==> config.mk <==
export PLATFORM = sky130hd
export DESIGN_NAME = wb_queue
export DESIGN_NICKNAME = d
export VERILOG_FILES = /design/src/rtl/wb_queue_pkg.sv /design/src/rtl/wb_fwd_match.sv /design/src/rtl/wb_queue.sv
export SDC_FILE = /design/constraint.sdc
export NUM_CORES = 1
export LEC_CHECK = 0
export ABC_CLOCK_PERIOD_IN_PS = 4800
export CAP_MARGIN = 20
export CORE_MARGIN = 5
export CORE_UTILIZATION = 40
export DETAILED_ROUTE_END_ITERATION = 6
export GPL_TIMING_DRIVEN = 0
export PLACE_DENSITY_LB_ADDON = 0.2
export SKIP_CTS_REPAIR_TIMING = 1
export SLEW_MARGIN = 0
export SYNTH_ARGS = -nofsm -noshare
export SYNTH_HDL_FRONTEND = slang
export SYNTH_SLANG_ARGS = --single-unit
export TNS_END_PERCENT = 100
==> constraint.sdc <==
create_clock -name clk -period 4.8 [get_ports clk]
set_input_delay 0.48 -clock clk [delete_from_list [all_inputs] [get_ports clk]]
set_output_delay 0.48 -clock clk [all_outputs]
set_load 0.02 [all_outputs]
==> src/rtl/wb_queue_pkg.sv <==
// wb_queue_pkg: shared widths, queue depth and entry type for the writeback queue
// Port summary: none (package). WIDTH_SEG/WIDTH_WORD match the register file; WB_DEPTH is the default queue depth.
package wb_queue_pkg;
  localparam int WIDTH_SEG  = 4;
  localparam int WIDTH_WORD = 32;
  localparam int WB_DEPTH   = 4;
  typedef struct packed {
    logic [WIDTH_SEG-1:0]  addr;
    logic [WIDTH_WORD-1:0] data;
  } wb_entry_t;
  function automatic logic [2**WIDTH_SEG-1:0] seg_onehot(input logic [WIDTH_SEG-1:0] a);
    return (2**WIDTH_SEG)'(1) << a;
  endfunction
endpackage

==> src/rtl/wb_fwd_match.sv <==
// wb_fwd_match: finds the youngest valid queue entry whose address matches a lookup
// Ports: ents/valid (physical slots), head (oldest slot), addr (lookup) -> hit, data (0 when no hit).
module wb_fwd_match import wb_queue_pkg::*; #(
  parameter int DEPTH = WB_DEPTH
) (
  input  wb_entry_t                    ents [DEPTH],
  input  logic [DEPTH-1:0]             valid,
  input  logic [$clog2(DEPTH)-1:0]     head,
  input  logic [WIDTH_SEG-1:0]         addr,
  output logic                         hit,
  output logic [WIDTH_WORD-1:0]        data
);
  localparam int PW = $clog2(DEPTH);
  logic [PW-1:0] idx;
  // Walk from oldest to youngest so the last match found wins.
  always_comb begin
    hit = 1'b0;
    data = '0;
    idx = head;
    for (int k = 0; k < DEPTH; k++) begin
      idx = head + PW'(k);
      if (valid[idx] && ents[idx].addr == addr) begin
        hit = 1'b1;
        data = ents[idx].data;
      end
    end
  end
endmodule

==> src/rtl/wb_queue.sv <==
// wb_queue: in-order writeback buffer draining up to two results per cycle into the register file
// Ports: clk, rst_n (async active-low); alu_*/mem_* producers; in_ready; write0/waddr0/in0 (oldest),
// write1/waddr1/in1 (second oldest); pending register mask; fwd_addr*/fwd_hit*/fwd_data* bypass lookups.
module wb_queue import wb_queue_pkg::*; #(
  parameter int DEPTH = WB_DEPTH
) (
  input  logic                    clk,
  input  logic                    rst_n,
  input  logic                    alu_valid,
  input  logic [WIDTH_SEG-1:0]    alu_addr,
  input  logic [WIDTH_WORD-1:0]   alu_data,
  input  logic                    mem_valid,
  input  logic [WIDTH_SEG-1:0]    mem_addr,
  input  logic [WIDTH_WORD-1:0]   mem_data,
  output logic                    in_ready,
  output logic                    write0,
  output logic [WIDTH_SEG-1:0]    waddr0,
  output logic [WIDTH_WORD-1:0]   in0,
  output logic                    write1,
  output logic [WIDTH_SEG-1:0]    waddr1,
  output logic [WIDTH_WORD-1:0]   in1,
  output logic [2**WIDTH_SEG-1:0] pending,
  input  logic [WIDTH_SEG-1:0]    fwd_addr0,
  input  logic [WIDTH_SEG-1:0]    fwd_addr1,
  output logic                    fwd_hit0,
  output logic                    fwd_hit1,
  output logic [WIDTH_WORD-1:0]   fwd_data0,
  output logic [WIDTH_WORD-1:0]   fwd_data1
);
  localparam int PW = $clog2(DEPTH);
  localparam int CW = PW + 1;
  wb_entry_t        ents [DEPTH];
  logic [PW-1:0]    head, tail, head1, tail_m;
  logic [CW-1:0]    count;
  logic [DEPTH-1:0] valid;
  logic             push_a, push_m;
  logic [1:0]       push, pop;
  // Readiness is judged from registered count only, so both producers can always land.
  assign in_ready = count <= CW'(DEPTH - 2);
  assign push_a   = alu_valid & in_ready;
  assign push_m   = mem_valid & in_ready;
  assign push     = {1'b0, push_a} + {1'b0, push_m};
  assign tail_m   = push_a ? tail + PW'(1) : tail;
  assign head1    = head + PW'(1);
  assign write0   = count != '0;
  assign waddr0   = ents[head].addr;
  assign in0      = ents[head].data;
  // A same-address pair drains one per cycle so write order never depends on port priority.
  assign write1   = count >= CW'(2) && ents[head1].addr != ents[head].addr;
  assign waddr1   = ents[head1].addr;
  assign in1      = ents[head1].data;
  assign pop      = {1'b0, write0} + {1'b0, write1};
  for (genvar i = 0; i < DEPTH; i++) begin : g_valid
    assign valid[i] = {1'b0, PW'(i) - head} < count;
  end
  always_comb begin
    pending = '0;
    for (int i = 0; i < DEPTH; i++)
      pending = pending | (valid[i] ? seg_onehot(ents[i].addr) : '0);
  end
  always_ff @(posedge clk or negedge rst_n) begin
    if (!rst_n) begin
      head  <= '0;
      tail  <= '0;
      count <= '0;
    end else begin
      head  <= head + PW'(pop);
      tail  <= tail + PW'(push);
      count <= count + CW'(push) - CW'(pop);
    end
  end
  // Entry payloads need no reset; validity comes from head/count.
  always_ff @(posedge clk) begin
    if (push_a) ents[tail] <= '{addr: alu_addr, data: alu_data};
    if (push_m) ents[tail_m] <= '{addr: mem_addr, data: mem_data};
  end
  wb_fwd_match #(.DEPTH(DEPTH)) u_fwd0 (
    .ents(ents), .valid(valid), .head(head), .addr(fwd_addr0), .hit(fwd_hit0), .data(fwd_data0)
  );
  wb_fwd_match #(.DEPTH(DEPTH)) u_fwd1 (
    .ents(ents), .valid(valid), .head(head), .addr(fwd_addr1), .hit(fwd_hit1), .data(fwd_data1)
  );
endmodule

# Word-level counts from Yosys, hierarchy flattened
# Cells that the tools add are included.
[totals] in_bits=84 ff_bits=151 output_inout_bits=157
[classes] n_reduce_logical=12 bitwise_logic=11 shifts=4 magnitude_cmp=18 muxes=49 add_sub_neg=14 eq_ne=9
[op_table] operator="$mux W36" n=10
[op_table] operator="$bmux W36 S2" n=4
[op_table] operator="$bwmux W144" n=2
[op_table] operator="$mux W144" n=2
[op_table] operator="$mux W32" n=8
[op_table] operator="$demux W36 S2" n=2
[op_table] operator="$mux W16" n=4
[op_table] operator="$shl A1 B4 Y16 const A" n=4
[op_table] operator="$or A16 B16 Y16" n=3
[op_table] operator="$eq A4 B4 Y1" n=8
[op_table] operator="$ge A3 B3 Y1 const B" n=6
[op_table] operator="$not A2 Y3" n=6
[op_table] operator="$lt A2 B3 Y1" n=4
[op_table] operator="$lt A2 B3 Y1 const B" n=4
[op_table] operator="$mux W1" n=12
[op_table] operator="$logic_and A1 B1 Y1" n=11
[op_table] operator="$bmux W1 S2" n=4
[op_table] operator="$lt A3 B1 Y1 const B" n=2
[op_table] operator="$add A1 B1 Y2" n=2
[op_table] operator="$add A2 B1 Y2 const B" n=2
[op_table] operator="$add A2 B2 Y2" n=2
[op_table] operator="$add A2 B2 Y2 const B" n=2
[op_table] operator="$ne A4 B4 Y1" n=1
[op_table] operator="$sub A1 B2 Y2 const A" n=2
[op_table] operator="8 further kinds" n=10

# Logic depth before layout (Yosys ltp)
# Gate-level depths: netlist of the first run.
[depth] depth_word=10 mapped_depth=18

# Cells and area by module
# Synthesis of the first run repeated with hierarchy kept, for this count alone.
[hier_totals] hier_cells=1758 hier_area_um2=19078.3
[by_module_without_submodules] module="wb_fwd_match" area_per_inst_um2=5008.6 n_inst=2 cells_each=423 seq_area_each_um2=0.0
[by_module_without_submodules] module="wb_queue" area_per_inst_um2=9061.2 n_inst=1 cells_each=912 seq_area_each_um2=3057.9

# Worst setup path after synthesis of the first run
# Ideal clock, no wire load.
[synth_timing] kind="register to output" start="register head[1]" end="output port fwd_data0[28]" path_slack_ns=0.253 stages_incl_launch_ff=19 t_arrival_ns=4.067 n_path_buf=9 cell_sequence="dfrtp_1 buf_4 buf_6 buf_6 buf_4 buf_4 buf_2 buf_2 xnor2_1 inv_1 ha_1 nor2b_1 a21o_1 mux4_2 or2_1 buf_2 buf_6 a31o_1 a31oi_1"
[synth_via] elab_chain_len=10 elab_cells_between_ends=47 cone_classes="7 x add/sub; 4 x order compare; 4 x eq/ne; 24 x mux; 4 x bitwise; 4 x reduce/logical"
[synth_lines] item="start, declared" line_no="wb_queue.sv:33" source="logic [PW-1:0] head, tail, head1, tail_m;"
[synth_lines] item="start signal, assigned" line_no="wb_queue.sv:67" source="head <= head + PW'(pop);"
[synth_lines] item="parallel branches: the longest is 9 deep, another holds $lt A2 B3 Y1"
[synth_lines] item="$mux W32 (*)" line_no="wb_fwd_match.sv:22" source="if (valid[idx] && ents[idx].addr == addr) begin"
[synth_lines] item="end, declared" line_no="wb_queue.sv:27" source="output logic [WIDTH_WORD-1:0] fwd_data0,"
# Every way passes the cells marked *. The select of a mux whose other input is x is not followed.

# Final worst setup path of the first run
[layout_timing] start="register head[1]" end="output port fwd_data0[3]"
# Same word-level chain as after synthesis.

==> qor.csv, run 1 <==
metric,value,unit
syn_to_final_growth,30.4,%
clk_path_buf_depth,2,
wl_per_cell,25.5,um
ys_seq_elements,151,
layout_min_cycle_time,4.79,ns
cts_root_buf,clkbuf_16,
grt_pass1_vias,12992,
critPathBufInv,10,
clkSlewWorstSetupHoldPaths,0.07,ns
grt_max_degree,17,
cts_buffers,17,
hp-class,in2async,
setup.worst_path.class,reg2out,
rows,66,
start_util,40.7,%
first_pass_iters,6,
drc_errors,0,
yosys.area_share.xor_xnor,3.03,%
die_height,192,um
clock-sinks,151,
dr_wl_met3,6.16,mm
layout_commonest_cell,mux2i_1,
syn_inst,1426,
finalCritPeriodShare,99.8,%
worstSkewPairLatency,0.45,ns
grt-ovfl-total,0,
finalWirelength,55.2,mm
ys_seq_area_share,23.1,%
synth_top_family_by_area,multiplexers,
cpPeakStageDelay,0.58,ns
skew,0.0138,ns
maxCapViolCount,0,
critPathMaxFanout,10,
hpwl,39.7,mm
die-width,192,um
drt.antenna.violating_nets,0,
synthesis.nets,1526,
tritoncts,built,
maxSlewHeadroom,29.9,%
wl_met2,25.4,mm
max_freq,0.209,GHz
crit_arrival,4.31,ns
port_buffers,238,
final_cell_mix,"mux2i_1, clkdlybuf4s50_1, dfxtp_1, nand2_1, mux4_2",
grt_pass1_wl,80.1,mm
gp_congestion,0.899,
vias,13929,
cp_data_required_time,4.32,ns
crit-reg2reg-launch,head[0],
start_kind,register,
synth_edf_count,0,
netlist.area_leader.share,21.7,%
synth_ff_type,dfxtp_1,
met1_length,21.4,mm
synth.mux.area_fraction,38.3,%
outcome,completed,
synth_cell_types,57,
synth.avg_cell_area,9.30,sq um
syn-cell-area,13300,sq um
avgViaCountPerCell,6.43,
num_io_pins,241,
nets,1811,
grt_usage,28.4,%
synth_compound_area_share,14.1,%
worstSetupStartpoint,head[1],
drive_gt1_share,19.1,%
worstMarginPinSlew,1.05,ns
end_kind,output port,
antenna_found_initial,2,
cp_top_family,buffers and inverters,
slew_viol_final,0,
htree_levels,4,
die_area,36900,sq um
highest-signal-layer,met5,
critical-path-slowest-cell,mux4_2,
setup_viol_count_final,0,
core_area,32600,sq um
ys_async_sr_fraction,4.64,%
synth_simple_gate_area_share,14.5,%
yosysTopAreaCell,dfxtp_1,
critical_path.cell_chain,buf_6 > buf_6 > buf_12 > buf_16 > buf_8 > xnor2_4 > inv_1 > ha_1 > nor2b_2 > a21o_1 > mux4_2 > or2_1 > buf_2 > o21ai_4 > buf_4 > buf_4 > o31ai_4 > buf_4,
synthTopCellsByArea,"dfxtp_1, mux4_2, mux2i_1",
synthAdderAreaFrac,1.62,%
path_common_cell,buf_4,
hold_slack,0.305,ns
dr.first_iter.drc_count,1598,
yosysWarnings,0,
hold_viol_final,0,
[layout make-up]
| class | count | area, sq um |
|---|---|---|
| multi-input cells | 1125 | 9680 |
| clock buffers | 17 | 425 |
| inverters | 17 | 63.8 |
| repair buffers | 272 | 2590 |
| plain buffers | 127 | 776 |
| clock inverters | 14 | 140 |
| fillers | 2899 | 15300 |
| diodes | 1 | 2.50 |
| well taps | 442 | 553 |
| flip-flops and latches | 151 | 3060 |
[synthesized netlist by cell type, types with 4 or more instances]
library cell / count
mux4_2: 126
o31ai_1: 28
mux2_2: 5
nor2b_1: 18
nor4_1: 4
nand2_1: 134
o21ai_0: 79
a32oi_1: 5
nand4_1: 25
nor3b_1: 30
buf_6: 8
or3_1: 8
a21oi_1: 97
a31oi_1: 33
mux2i_1: 219
xor2_1: 16
clkbuf_1: 77
buf_2: 29
nand3_1: 51
buf_1: 6
xnor2_1: 28
nor2_1: 90
o211ai_1: 36
inv_1: 14
a22oi_1: 10
nor3_1: 26
dfrtp_1: 7
dfxtp_1: 144
and2_1: 6
nand2b_1: 5
buf_4: 13
ha_1: 14
[stage by stage]
step / cell area [sq um] / instances / worst slack, ns / utilization, % / setup TNS, ns
4_1_cts: 16800 / 2137 / -2.05 / 51.4 / -132.89
6_report: 17300 / 2166 / 0.0117 / 53.0 / 0
5_1_grt: 17300 / 2166 / -0.0209 / 53.0 / -0.0287
3_3_place_gp: 16200 / 2106 / -1.47 / 49.7 / -87.47
3_5_place_dp: 16200 / 2106 / -1.55 / 49.7 / -93.03
2_1_floorplan: 13300 / 1426 / 0.253 / - / 0
[logic make-up (layout without fill, tap and decap cells)]
logic type | count (synthesis) | in the layout
adder cells (fa/ha/maj) | 16 | 16
XOR/XNOR | 45 | 45
buffers and inverters | 150 | 447
flip-flops | 151 | 151
other | 0 | 1
AND/OR/NAND/NOR | 405 | 405
AO/OA/AOI/OAI | 309 | 309
multiplexers | 350 | 350
[state kept, by name (all words and copies together), names as in the netlist]
| name | flops |
|---|---|
| ents | 144 |
| head | 2 |
| tail | 2 |
| count | 3 |
[metal layers]
metal	global-route usage (%)	vias to the layer above
li1	-	5995
met1	38.2	6784
met2	44.0	982
met3	6.56	166
met4	11.9	2
met5	0	-
[worst paths after layout]
kind	endpoint	slack (ns)	cells after the start
max reg2reg	count[2]	0.60	14
max	fwd_data0[3]	0.01	18
min	count[0]	0.31	1
min reg2reg	ents[134]	0.56	2
max in group asynchronous	head[0]	4.22	1
min in group clk	ents[134]	0.56	2
Power of run 1 is left out: the tool's default activity adds up to more than one toggle a clock period on the data nets, which glitch-free logic cannot reach.
==> inputs of run 2 (changes only) <==
--- a/config.mk
+++ b/config.mk
@@ -7,6 +7,8 @@
 export LEC_CHECK = 0
 export ABC_CLOCK_PERIOD_IN_PS = 4800
 export CAP_MARGIN = 20
+export CELL_PAD_IN_SITES_DETAIL_PLACEMENT = 0
+export CELL_PAD_IN_SITES_GLOBAL_PLACEMENT = 1
 export CORE_MARGIN = 5
 export CORE_UTILIZATION = 40
 export DETAILED_ROUTE_END_ITERATION = 6
==> run 2 against run 1 <==
  * Sequential share of layout area about the same
  * Non-clock buffer count shrank 6
  * Clock skew down 0.0027 ns
  * Critical endpoint is now fwd_data1[6]
==> qor.csv, run 2 (synthesis gave the netlist of run 1 again) <==
metric,value,unit,change
core_area,32600,sq um,unchanged
worstSetupStartpoint,head[1],,
outcome,completed,,
num_io_pins,241,,unchanged
nets,1805,,-0.33%
largest_register_ffs,144,,unchanged
vias,13603,,-2.3%
hold_viol_final,0,,unchanged
placed_cells,2106,,unchanged
port_buffers,238,,unchanged
reg2reg_to,count[2],,
avgViaCountPerCell,6.30,,-2.1%
hpwl,39.9,mm,+0.47%
die_area,36900,sq um,unchanged
setup_viol_count_final,0,,unchanged
die_height,192,um,unchanged
critical-path-slowest-cell,mux4_2,,
worstMarginPinSlew,1.12,ns,+0.0654 ns
final.setup.tns,0,ns,unchanged
postPlaceCellArea,16200,sq um,unchanged
finalWirelength,55.6,mm,+0.79%
critical_path.cell_chain,buf_12 > buf_12 > buf_16 > buf_8 > xnor2_4 > inv_1 > ha_1 > nor2b_2 > a21o_1 > mux4_2 > buf_6 > or2_4 > o211ai_4 > buf_6 > o211ai_1 > clkbuf_2,,
top_register,ents,,
start_kind,register,,
maxSlewHeadroom,25.5,%,-4.4 points
worstSkewPairLatency,0.45,ns,about the same
htree_levels,4,,unchanged
dr.first_iter.drc_count,1356,,-15%
tritoncts,built,,
cts_root_buf,clkbuf_16,,
cts_buffers,17,,unchanged
grt_usage,28.8,%,+0.45 points
crit_path_end,fwd_data1[6],,
reg2reg_slack,0.33,ns,-0.27 ns
max_freq,0.208,GHz,-0.23%
start_util,40.7,%,unchanged
grt-busiest-layer,met2,,
grt_pass1_vias,13098,,+0.82%
slew_viol_final,0,,unchanged
gp_congestion,0.894,,-0.57%
layout_commonest_cell,mux2i_1,,
drc_errors,0,,unchanged
hp-class,in2async,,
grt_pass1_wl,80.7,mm,+0.78%
end_kind,output port,,
rows,66,,unchanged
wl_per_cell,25.7,um,+1.1%
grt_max_degree,17,,unchanged
cp_data_required_time,4.32,ns,about the same
first_pass_iters,5,,-1
drt.antenna.violating_nets,0,,unchanged
num_antenna_cells,0,,-1
setup.worst_path.class,reg2out,,
largestRegisters,"ents (144), count (3)",,
clock-sinks,151,,unchanged
final_cell_mix,"mux2i_1, clkdlybuf4s50_1, dfxtp_1, nand2_1, mux4_2",,
finalCritPeriodShare,100,%,+0.23 points
grt_util_met3,6.42,%,-0.15 points
crit_arrival,4.32,ns,about the same
skew,0.0111,ns,-0.00268 ns
drive_gt1_share,17.6,%,-1.5 points
syn_to_final_growth,30.7,%,
grt-ovfl-total,0,,unchanged
clk_path_buf_depth,2,,unchanged
design_area,17300,sq um,+0.27%
antenna_found_initial,0,,-2
layout.cells.non_filler,2160,,-0.28%
die-width,192,um,unchanged
layout_min_cycle_time,4.80,ns,+0.0109 ns
use_met2,45.2,%,+1.2 points
cpPeakStageDelay,0.58,ns,about the same
grtUsageMet1,39.7,%,+1.6 points
rr_worst_depth,15,,+1
crit-reg2reg-launch,head[0],,
critPathMaxFanout,11,,+1
clkSlewWorstSetupHoldPaths,0.07,ns,about the same
maxCapViolCount,0,,unchanged
[run 2: changes by cell type in the layout (fill, tap and decap cells not counted), sizes merged]
cell / previous run / this run
dlymetal6s2s: 33 / 47
clkbuf: 112 / 114
clkinvlp: 4 / 3
clkinv: 3 / 5
buf: 99 / 80
diode: 1 / 0
inv: 23 / 20
[run 2: worst min path at each step]
stage                  start  endpoint  slack, ns  cells after the start
floorplan              rst_n  count[0]       0.18                      0
global placement    ents[62]  ents[62]       0.54                      2
detailed placement  ents[62]  ents[62]       0.55                      2
CTS                    rst_n   tail[0]       0.31                      1
global route           rst_n   tail[0]       0.32                      1
finish                 rst_n   tail[0]       0.29                      1
[run 2: critical path, delay by kind of cell (launching register included)]
kind	cells	cell delay (ns)
flip-flops	1	0.44
AND/OR/NAND/NOR	2	0.45
AO/OA/AOI/OAI	3	0.66
XOR/XNOR	1	0.18
adder cells (fa/ha/maj)	1	0.26
multiplexers	1	0.58
buffers and inverters	8	1.27
[run 2: per-layer routing]
layer | vias to the layer above | wire length [um]
li1 | 5994 | -
met3 | 115 | 5200
met2 | 800 | 25700
met4 | 0 | 1630
met5 | - | 0
met1 | 6694 | 23100
[run 2: final cells by class]
class                   instances  area, sq um
repair buffers                267         2680
inverters                      17         63.8
clock buffers                  20          468
fillers                      3077        15300
flip-flops and latches        151         3060
multi-input cells            1125         9640
plain buffers                 126          753
well taps                     442          553
clock inverters                12          115
[run 2: stage by stage]
stage	setup WS, ns	hold slack, ns	util [%]
final	0.000782	0.295	53.2
after global routing	-0.0110	0.323	53.2
after CTS	-2.17	0.307	51.4
after detailed placement	-1.66	0.553	49.7
after global placement	-1.60	0.541	49.7
after floorplan	0.253	0.184	-
Power of run 2 is left out for the same reason.
